$ cat config.mk
export PLATFORM = sky130hd
export DESIGN_NAME = ark_sub_iter
export DESIGN_NICKNAME = d
export VERILOG_FILES = /design/src/rtl/qarma128_pkg.sv /design/src/rtl/ark_sub_iter_subcells.sv /design/src/rtl/ark_sub_iter.sv
export SDC_FILE = /design/constraint.sdc
export NUM_CORES = 1
export LEC_CHECK = 0
export BUFFER_PORTS_ARGS = -buffer_cell sky130_fd_sc_hd__buf_2
export CELL_PAD_IN_SITES_DETAIL_PLACEMENT = 0
export CELL_PAD_IN_SITES_GLOBAL_PLACEMENT = 1
export CORE_MARGIN = 2
export CORE_UTILIZATION = 45
export CTS_CLUSTER_DIAMETER = 100
export DETAILED_ROUTE_END_ITERATION = 6
export PLACE_DENSITY = 0.83
export SLEW_MARGIN = 20
export SYNTH_ARGS = -nofsm -noshare
export SYNTH_HDL_FRONTEND = slang
export SYNTH_SLANG_ARGS = --single-unit
export TNS_END_PERCENT = 50
$ cat constraint.sdc
create_clock -name clk -period 3.9 [get_ports clk]
set_input_delay 0.195 -clock clk [delete_from_list [all_inputs] [get_ports clk]]
set_output_delay 0.195 -clock clk [all_outputs]
set_load 0.02 [all_outputs]
$ cat src/rtl/qarma128_pkg.sv
// Shared types and constants for the QARMA-128 add-round-tweakey + SubCells engine.
// The cell S-box applies the 4-bit substitution below to both nibbles of each 8-bit cell.
package qarma128_pkg;

    localparam int STATE_W = 128;
    localparam int CELL_W  = 8;

    typedef enum logic [1:0] {
        IDLE = 2'd0,
        RUN  = 2'd1,
        DONE = 2'd2
    } fsm_t;

    function automatic logic [STATE_W-1:0] rc(input logic [1:0] idx);
        logic [STATE_W-1:0] v;
        case (idx)
            2'd0:    v = 128'h0;
            2'd1:    v = 128'h243F6A8885A308D313198A2E03707344;
            2'd2:    v = 128'hA4093822299F31D0082EFA98EC4E6C89;
            default: v = 128'h452821E638D01377BE5466CF34E90C6C;
        endcase
        return v;
    endfunction

    function automatic logic [3:0] sbox4(input logic [3:0] x);
        logic [3:0] y;
        case (x)
            4'h0: y = 4'hC;  4'h1: y = 4'h5;  4'h2: y = 4'h6;  4'h3: y = 4'hB;
            4'h4: y = 4'h9;  4'h5: y = 4'h0;  4'h6: y = 4'hA;  4'h7: y = 4'hD;
            4'h8: y = 4'h3;  4'h9: y = 4'hE;  4'hA: y = 4'hF;  4'hB: y = 4'h8;
            4'hC: y = 4'h4;  4'hD: y = 4'h7;  4'hE: y = 4'h1;  default: y = 4'h2;
        endcase
        return y;
    endfunction

endpackage

$ cat src/rtl/ark_sub_iter_subcells.sv
// SubCells layer: 16 parallel 8-bit cell S-boxes, purely combinational.
// Zero latency; no flow control.
module ark_sub_iter_subcells
    import qarma128_pkg::*;
(
    input  logic [STATE_W-1:0] i_dat,
    output logic [STATE_W-1:0] o_dat
);

    always_comb begin
        o_dat = '0;
        for (int n = 0; n < STATE_W / 4; n++) begin
            o_dat[4*n +: 4] = sbox4(i_dat[4*n +: 4]);
        end
    end

endmodule

$ cat src/rtl/ark_sub_iter.sv
// Iterative ROUNDS x (state ^ key ^ tweak ^ RC[i] -> SubCells) engine, one round per cycle.
// Result held in DONE until out_ready; no new block is taken until the result drains.
module ark_sub_iter
    import qarma128_pkg::*;
#(
    parameter int ROUNDS = 4
) (
    input  logic               clk,
    input  logic               rst_n,
    input  logic               in_valid,
    output logic               in_ready,
    input  logic [STATE_W-1:0] state_in,
    input  logic [STATE_W-1:0] key_in,
    input  logic [STATE_W-1:0] tweak_in,
    output logic               out_valid,
    input  logic               out_ready,
    output logic [STATE_W-1:0] state_out
);

    localparam logic [1:0] LAST_CNT = 2'(ROUNDS - 1);

    fsm_t               r_fsm;
    logic [1:0]         r_cnt;
    logic [STATE_W-1:0] r_state;
    logic [STATE_W-1:0] r_key;
    logic [STATE_W-1:0] r_tweak;
    logic               r_in_ready;
    logic               r_out_valid;

    logic [STATE_W-1:0] w_sub_in;
    logic [STATE_W-1:0] w_sub_out;

    // Round 0 is taken straight from the input ports so the accept edge does useful work.
    always_comb begin
        w_sub_in = r_state ^ r_key ^ r_tweak ^ rc(r_cnt);
        if (r_fsm == IDLE) begin
            w_sub_in = state_in ^ key_in ^ tweak_in ^ rc(2'd0);
        end
    end

    ark_sub_iter_subcells u_subcells (
        .i_dat (w_sub_in),
        .o_dat (w_sub_out)
    );

    always_ff @(posedge clk or negedge rst_n) begin
        if (!rst_n) begin
            r_fsm       <= IDLE;
            r_cnt       <= 2'd0;
            r_state     <= '0;
            r_key       <= '0;
            r_tweak     <= '0;
            r_in_ready  <= 1'b0;
            r_out_valid <= 1'b0;
        end else begin
            case (r_fsm)
                IDLE: begin
                    if (!r_in_ready) begin
                        r_in_ready <= 1'b1;
                    end else if (in_valid) begin
                        r_state    <= w_sub_out;
                        r_key      <= key_in;
                        r_tweak    <= tweak_in;
                        r_cnt      <= 2'd1;
                        r_in_ready <= 1'b0;
                        if (ROUNDS > 1) begin
                            r_fsm <= RUN;
                        end else begin
                            r_fsm       <= DONE;
                            r_out_valid <= 1'b1;
                        end
                    end
                end
                RUN: begin
                    r_state <= w_sub_out;
                    // Hold the counter on the last round so it cannot wrap at ROUNDS=4.
                    if (r_cnt == LAST_CNT) begin
                        r_fsm       <= DONE;
                        r_out_valid <= 1'b1;
                    end else begin
                        r_cnt <= r_cnt + 2'd1;
                    end
                end
                DONE: begin
                    if (out_ready) begin
                        r_fsm       <= IDLE;
                        r_cnt       <= 2'd0;
                        r_out_valid <= 1'b0;
                        r_in_ready  <= 1'b1;
                    end
                end
                default: begin
                    r_fsm <= IDLE;
                end
            endcase
        end
    end

    assign in_ready  = r_in_ready;
    assign out_valid = r_out_valid;
    assign state_out = r_out_valid ? r_state : '0;

endmodule

# Word level (Yosys, flattened, before mapping)
# Memories as Yosys holds them, arrays and structs flattened.
# Cells that the tools add are included.
dict set report word_totals {
  ff_bits 390
  romBits 2048
  inputBits 388
  out_inout_bits 130
  n_memories 32
}
# memory words width rd rd_clocked_by_memory_dff wr line
set memory_table {}
lappend memory_table {{(no name shown)} 16 4 1 0 0 qarma128_pkg.sv:27} ;# case (x)
lappend memory_table {{(no name shown)} 16 4 1 0 0 qarma128_pkg.sv:27}
lappend memory_table {{(no name shown)} 16 4 1 0 0 qarma128_pkg.sv:27}
lappend memory_table {{(no name shown)} 16 4 1 0 0 qarma128_pkg.sv:27}
lappend memory_table {{(no name shown)} 16 4 1 0 0 qarma128_pkg.sv:27}
lappend memory_table {{(no name shown)} 16 4 1 0 0 qarma128_pkg.sv:27}
lappend memory_table {{+26 memories} -- -- -- -- -- --}
dict set report op_classes {
  addsub 1
  n_eq_ne 10
  muxes 20
  bitwise 5
  reduce_logical 12
}
# cell count
set ops {}
lappend ops {{$xor 128x128->128} 5}
lappend ops {{$mux 128} 4}
lappend ops {{$pmux 128 s3} 1}
lappend ops {{$pmux 128 s2} 1}
lappend ops {{$pmux 2 s3} 2}
lappend ops {{$mux 2} 5}
lappend ops {{$ne 2x2->1 const B} 5}
lappend ops {{$reduce_and 3->1} 3}
lappend ops {{$eq 2x2->1 const B} 3}
lappend ops {{$reduce_bool 2->1} 3}
lappend ops {{$mux 1} 5}
lappend ops {{$reduce_and 5->1} 1}
lappend ops {{$eq 2x1->1 const B} 2}
lappend ops {{$logic_not 2->1} 2}
lappend ops {{$pmux 1 s2} 2}
lappend ops {{$reduce_and 4->1} 1}
lappend ops {{$reduce_bool 3->1} 1}
lappend ops {{$add 2x1->2 const B} 1}
lappend ops {{$reduce_and 2->1} 1}

# Depth between registers and ports, before layout
# An unclocked memory read counts as a cell.
dict set report depth {
  ltp_word 8
  mapped_depth 14
}

# Modules after synthesis
# A second synthesis with hierarchy kept.
dict set report hier_totals {
  hier_cells 2342
  area_unflattened_um2 28318.4
}
# mod instances cells_per_inst area_per_inst_um2
set modules_own_cells {}
lappend modules_own_cells {ark_sub_iter 1 1735 22474.1}
lappend modules_own_cells {ark_sub_iter_subcells 1 607 5844.4}

# Least setup slack after synthesis
# Ideal clock, no wire load.
dict set report synth_path {
  kind {register to register}
  start {register r_cnt[0]}
  end {register r_state[90]}
  setup_time_ps 125
  t_arrival_ps 2844
  required_ps 3775
  setup_slack_ps 931
  stages_incl_launch_ff 12
  cell_sequence {dfrtp_1 inv_1 ha_1 buf_2 buf_6 xnor2_1 xnor2_1 o21ai_0 inv_1 ha_1 mux4_2 mux2_2}
}
dict set report synth_between {
  elab_chain_len 8
}
# item line
set synth_lines {}
lappend synth_lines {{start: declaration} ark_sub_iter.sv:23} ;# logic [1:0] r_cnt;
lappend synth_lines {{start signal: assignment} ark_sub_iter.sv:81} ;# r_cnt <= r_cnt + 2'd1;
lappend synth_lines {{$eq 2x2->1 (tied with other cells)} qarma128_pkg.sv:16} ;# case (idx)
lappend synth_lines {{$pmux 128 s3 *} qarma128_pkg.sv:16}
lappend synth_lines {{$xor 128x128->128 *} ark_sub_iter.sv:35} ;# w_sub_in = r_state ^ r_key ^ r_tweak ^ rc(r_cnt);
lappend synth_lines {{$mux 128 *} ark_sub_iter.sv:36} ;# if (r_fsm == IDLE) begin
lappend synth_lines {{$mem_v2 16x4 *} --}
lappend synth_lines {{$mux 128} ark_sub_iter.sv:60} ;# end else if (in_valid) begin
lappend synth_lines {{$mux 128} ark_sub_iter.sv:58} ;# if (!r_in_ready) begin
lappend synth_lines {{$pmux 128 s2 *} ark_sub_iter.sv:56} ;# case (r_fsm)
lappend synth_lines {{end signal: assignment} ark_sub_iter.sv:61} ;# r_state <= w_sub_out;
lappend synth_lines {{end signal: assignment} ark_sub_iter.sv:75} ;# r_state <= w_sub_out;
lappend synth_lines {{end: declaration} ark_sub_iter.sv:24} ;# logic [STATE_W-1:0] r_state;
# Every way passes the cells marked *; elsewhere a longest branch is shown, timed or not. The select of a mux whose other input is x is not followed.
# A chain may end at the register's enable or synchronous reset.

# Final worst setup path
# Same ends and word-level chain as after synthesis.

==> reports/results.ini <==
[cells_and_area]
drive_gt1_share_pct=28.5
final_common_cell=buf_2
layout_common_cells=buf_2 (516), dfrtp_1 (389), mux2_2 (286), xnor2_1 (272), dlygate4sd3_1 (258)
fin_nets=3930
area_growth_pct=25.7
n_fill_cell=5435
seq_area_mm2=0.00976
multi_input_area_mm2=0.0189

[floorplanning]
die_x_um=261
rows=94
fp.dieH_um=261
die_area_mm2=0.0679
ios=518
design.core.area_mm2=0.0655
start_util_pct=45.2

[clock_network]
h-tree-depth=2
cts_setup_buffers=0
cts_hold_buf=258
clock-sinks=390
path_clk_slew_ps=60
cts-root-buf=clkbuf_16
insertion_delay_ps=590
cts.repair.resized=0
cts_tree=done
cts_max_path_buffers=3
numCtsBuffers=48

[routing]
dr_wl_met3_mm=5.18
wl_met2_mm=43.9
detail-route-antenna-nets=0
dr.first_iter.drc_count=1486
routed_wl_mm=90.8
drt-met1-wl_mm=38.4
highest_layer=met4
first_pass_iters=6
drt-wirelength-per-cell_um=20.7
drc=0
via_count=24100
avgViaCountPerCell=5.49

[logic_synthesis]
syn_area_mm2=0.0296
synth_top_cell_by_area=dfrtp_1
synth.avg_cell_area_um2=10.8
ys_top_cells_by_area=dfrtp_1 (33%), mux2_2 (11%), xnor3_1 (8.8%)
yosysTopAreaCellShare_pct=33.0
synth_edf_count=0
yosys_warnings=0
synthFlopType=dfrtp_1
seq_area_frac_synth_pct=33.0
ys_ff_latch=390
syn-instance-count=2755
async_reset_ff_share_pct=100
synth_cell_type_count=91
syn_nets=3203

[setup_path]
critPathCaptureType=register
required_ps=4370
startpoint=r_cnt[0]
cp-start-kind=register
timing.rr.start=r_cnt[0]
cp_max_fo=9
arrival_ps=4040
worstSetupPathType=reg -> reg

[placed_design]
dpl.hpwl_mm=64.4
gp_congestion=0.873
place.port_buffers=517

[grt]
grtUsageTotal_pct=26.2
grt_pass1_wl_mm=139
antenna_found_initial=3
grt_pass1_vias=24700
grt_max_degree=88
overflow=0

[hold_path]
hold_class=in -> async

[status]
status=completed

[timing]
hold_viol=0
fin_crit_sh_pct=91.5
worstMarginPinSlew_ps=1140
finalSetupViolCount=0
rsz0062_at_grt=no
relSlewSlack_pct=24.1
fin_skew_ps=17.7
maxSlewViolCount=0
fmax_ghz=0.280
fin_crit_ps=3570
tns_ps=0

[job]
maxCapViolations=0

metal layers:
layer | vias to the layer above | global-route usage (%)
met5 | - | 0
met4 | 0 | 9.63
met3 | 194 | 3.57
met2 | 805 | 44.4
met1 | 11900 | 34.4
li1 | 11200 | -
synthesized netlist by cell type (all sizes together), types with 7 or more instances:
master and n:
a21o 25, nand3 42, nor2 142, dfrtp 390, o2111ai 8, o311ai 7, o21a 29, nand2 199
o22ai 10, a211oi 27, or2 12, nand3b 9, xor3 33, xor2 121, clkbuf 58, o21bai 11
ha 60, inv 54, nor3 21, nand2b 27, nor3b 9, a311oi 10, a221o 11, o211ai 21
mux2i 111, nor2b 10, and2 144, a21oi 85, xnor2 272, o21ai 132, o31ai 34, buf 91
a31oi 31, mux2 287, xnor3 117
sequential cells by signal, summed over array words and instances, names as in the netlist:
| signal | flops |
|---|---|
| r_tweak | 128 |
| r_state | 128 |
| r_key | 128 |
| out_valid | 1 |
| in_ready | 1 |
| r_cnt | 2 |
| r_fsm | 2 |
final cells by class:
| type | instances | area share [%] |
|---|---|---|
| multi-input combinational | 2160 | 50.7 |
| sequential | 390 | 26.2 |
| timing repair buffer | 826 | 15.5 |
| clock buffer | 70 | 3.72 |
| tap | 864 | 2.90 |
| inverter | 56 | 0.565 |
| clock inverter | 14 | 0.349 |
| antenna | 3 | 0.0202 |
worst max-delay path: stages (launching register included):
cell	delay [ps]
dfrtp_1	540
inv_1	180
ha_2	680
xnor2_1	160
xnor2_1	140
o21ai_0	470
inv_1	170
ha_1	350
mux4_2	470
mux2_2	290
path summary, 6_finish.rpt:
path | end | slack (ps) | depth (start not counted)
max | r_state[90] | 330 | 9
max in group asynchronous | r_tweak[123] | 2660 | 3
max reg2reg | r_state[90] | 330 | 9
min | r_tweak[50] | 200 | 2
min in group clk | r_state[12] | 230 | 5
min reg2reg | r_key[1] | 510 | 1
per-stage QoR:
stage | std cells | hold slack, ps | cell area (µm²) | utilization [%] | setup WS (ps)
global route | 4383 | 262 | 37200 | 56.8 | 184
finish | 4383 | 204 | 37200 | 56.8 | 332
global placement | 4038 | 265 | 33100 | 50.6 | 651
detailed placement | 4038 | 258 | 33100 | 50.6 | 376
floorplan | 2755 | -101 | 29600 | - | 931
CTS | 4380 | 197 | 37200 | 56.8 | 359
cells by family after synthesis:
logic type | share of synthesized area [%]
and+or+nand+nor | 10.7
xor gates and xnor gates | 23.2
AOI/OAI and AO/OA | 11.9
muxes | 15.3
DFF | 33.0
buffers and inverters | 3.40
adders and majority gates | 2.53
Power is left out: the tool's default activity adds up to more than one toggle a clock period on the data nets, which glitch-free logic cannot reach.
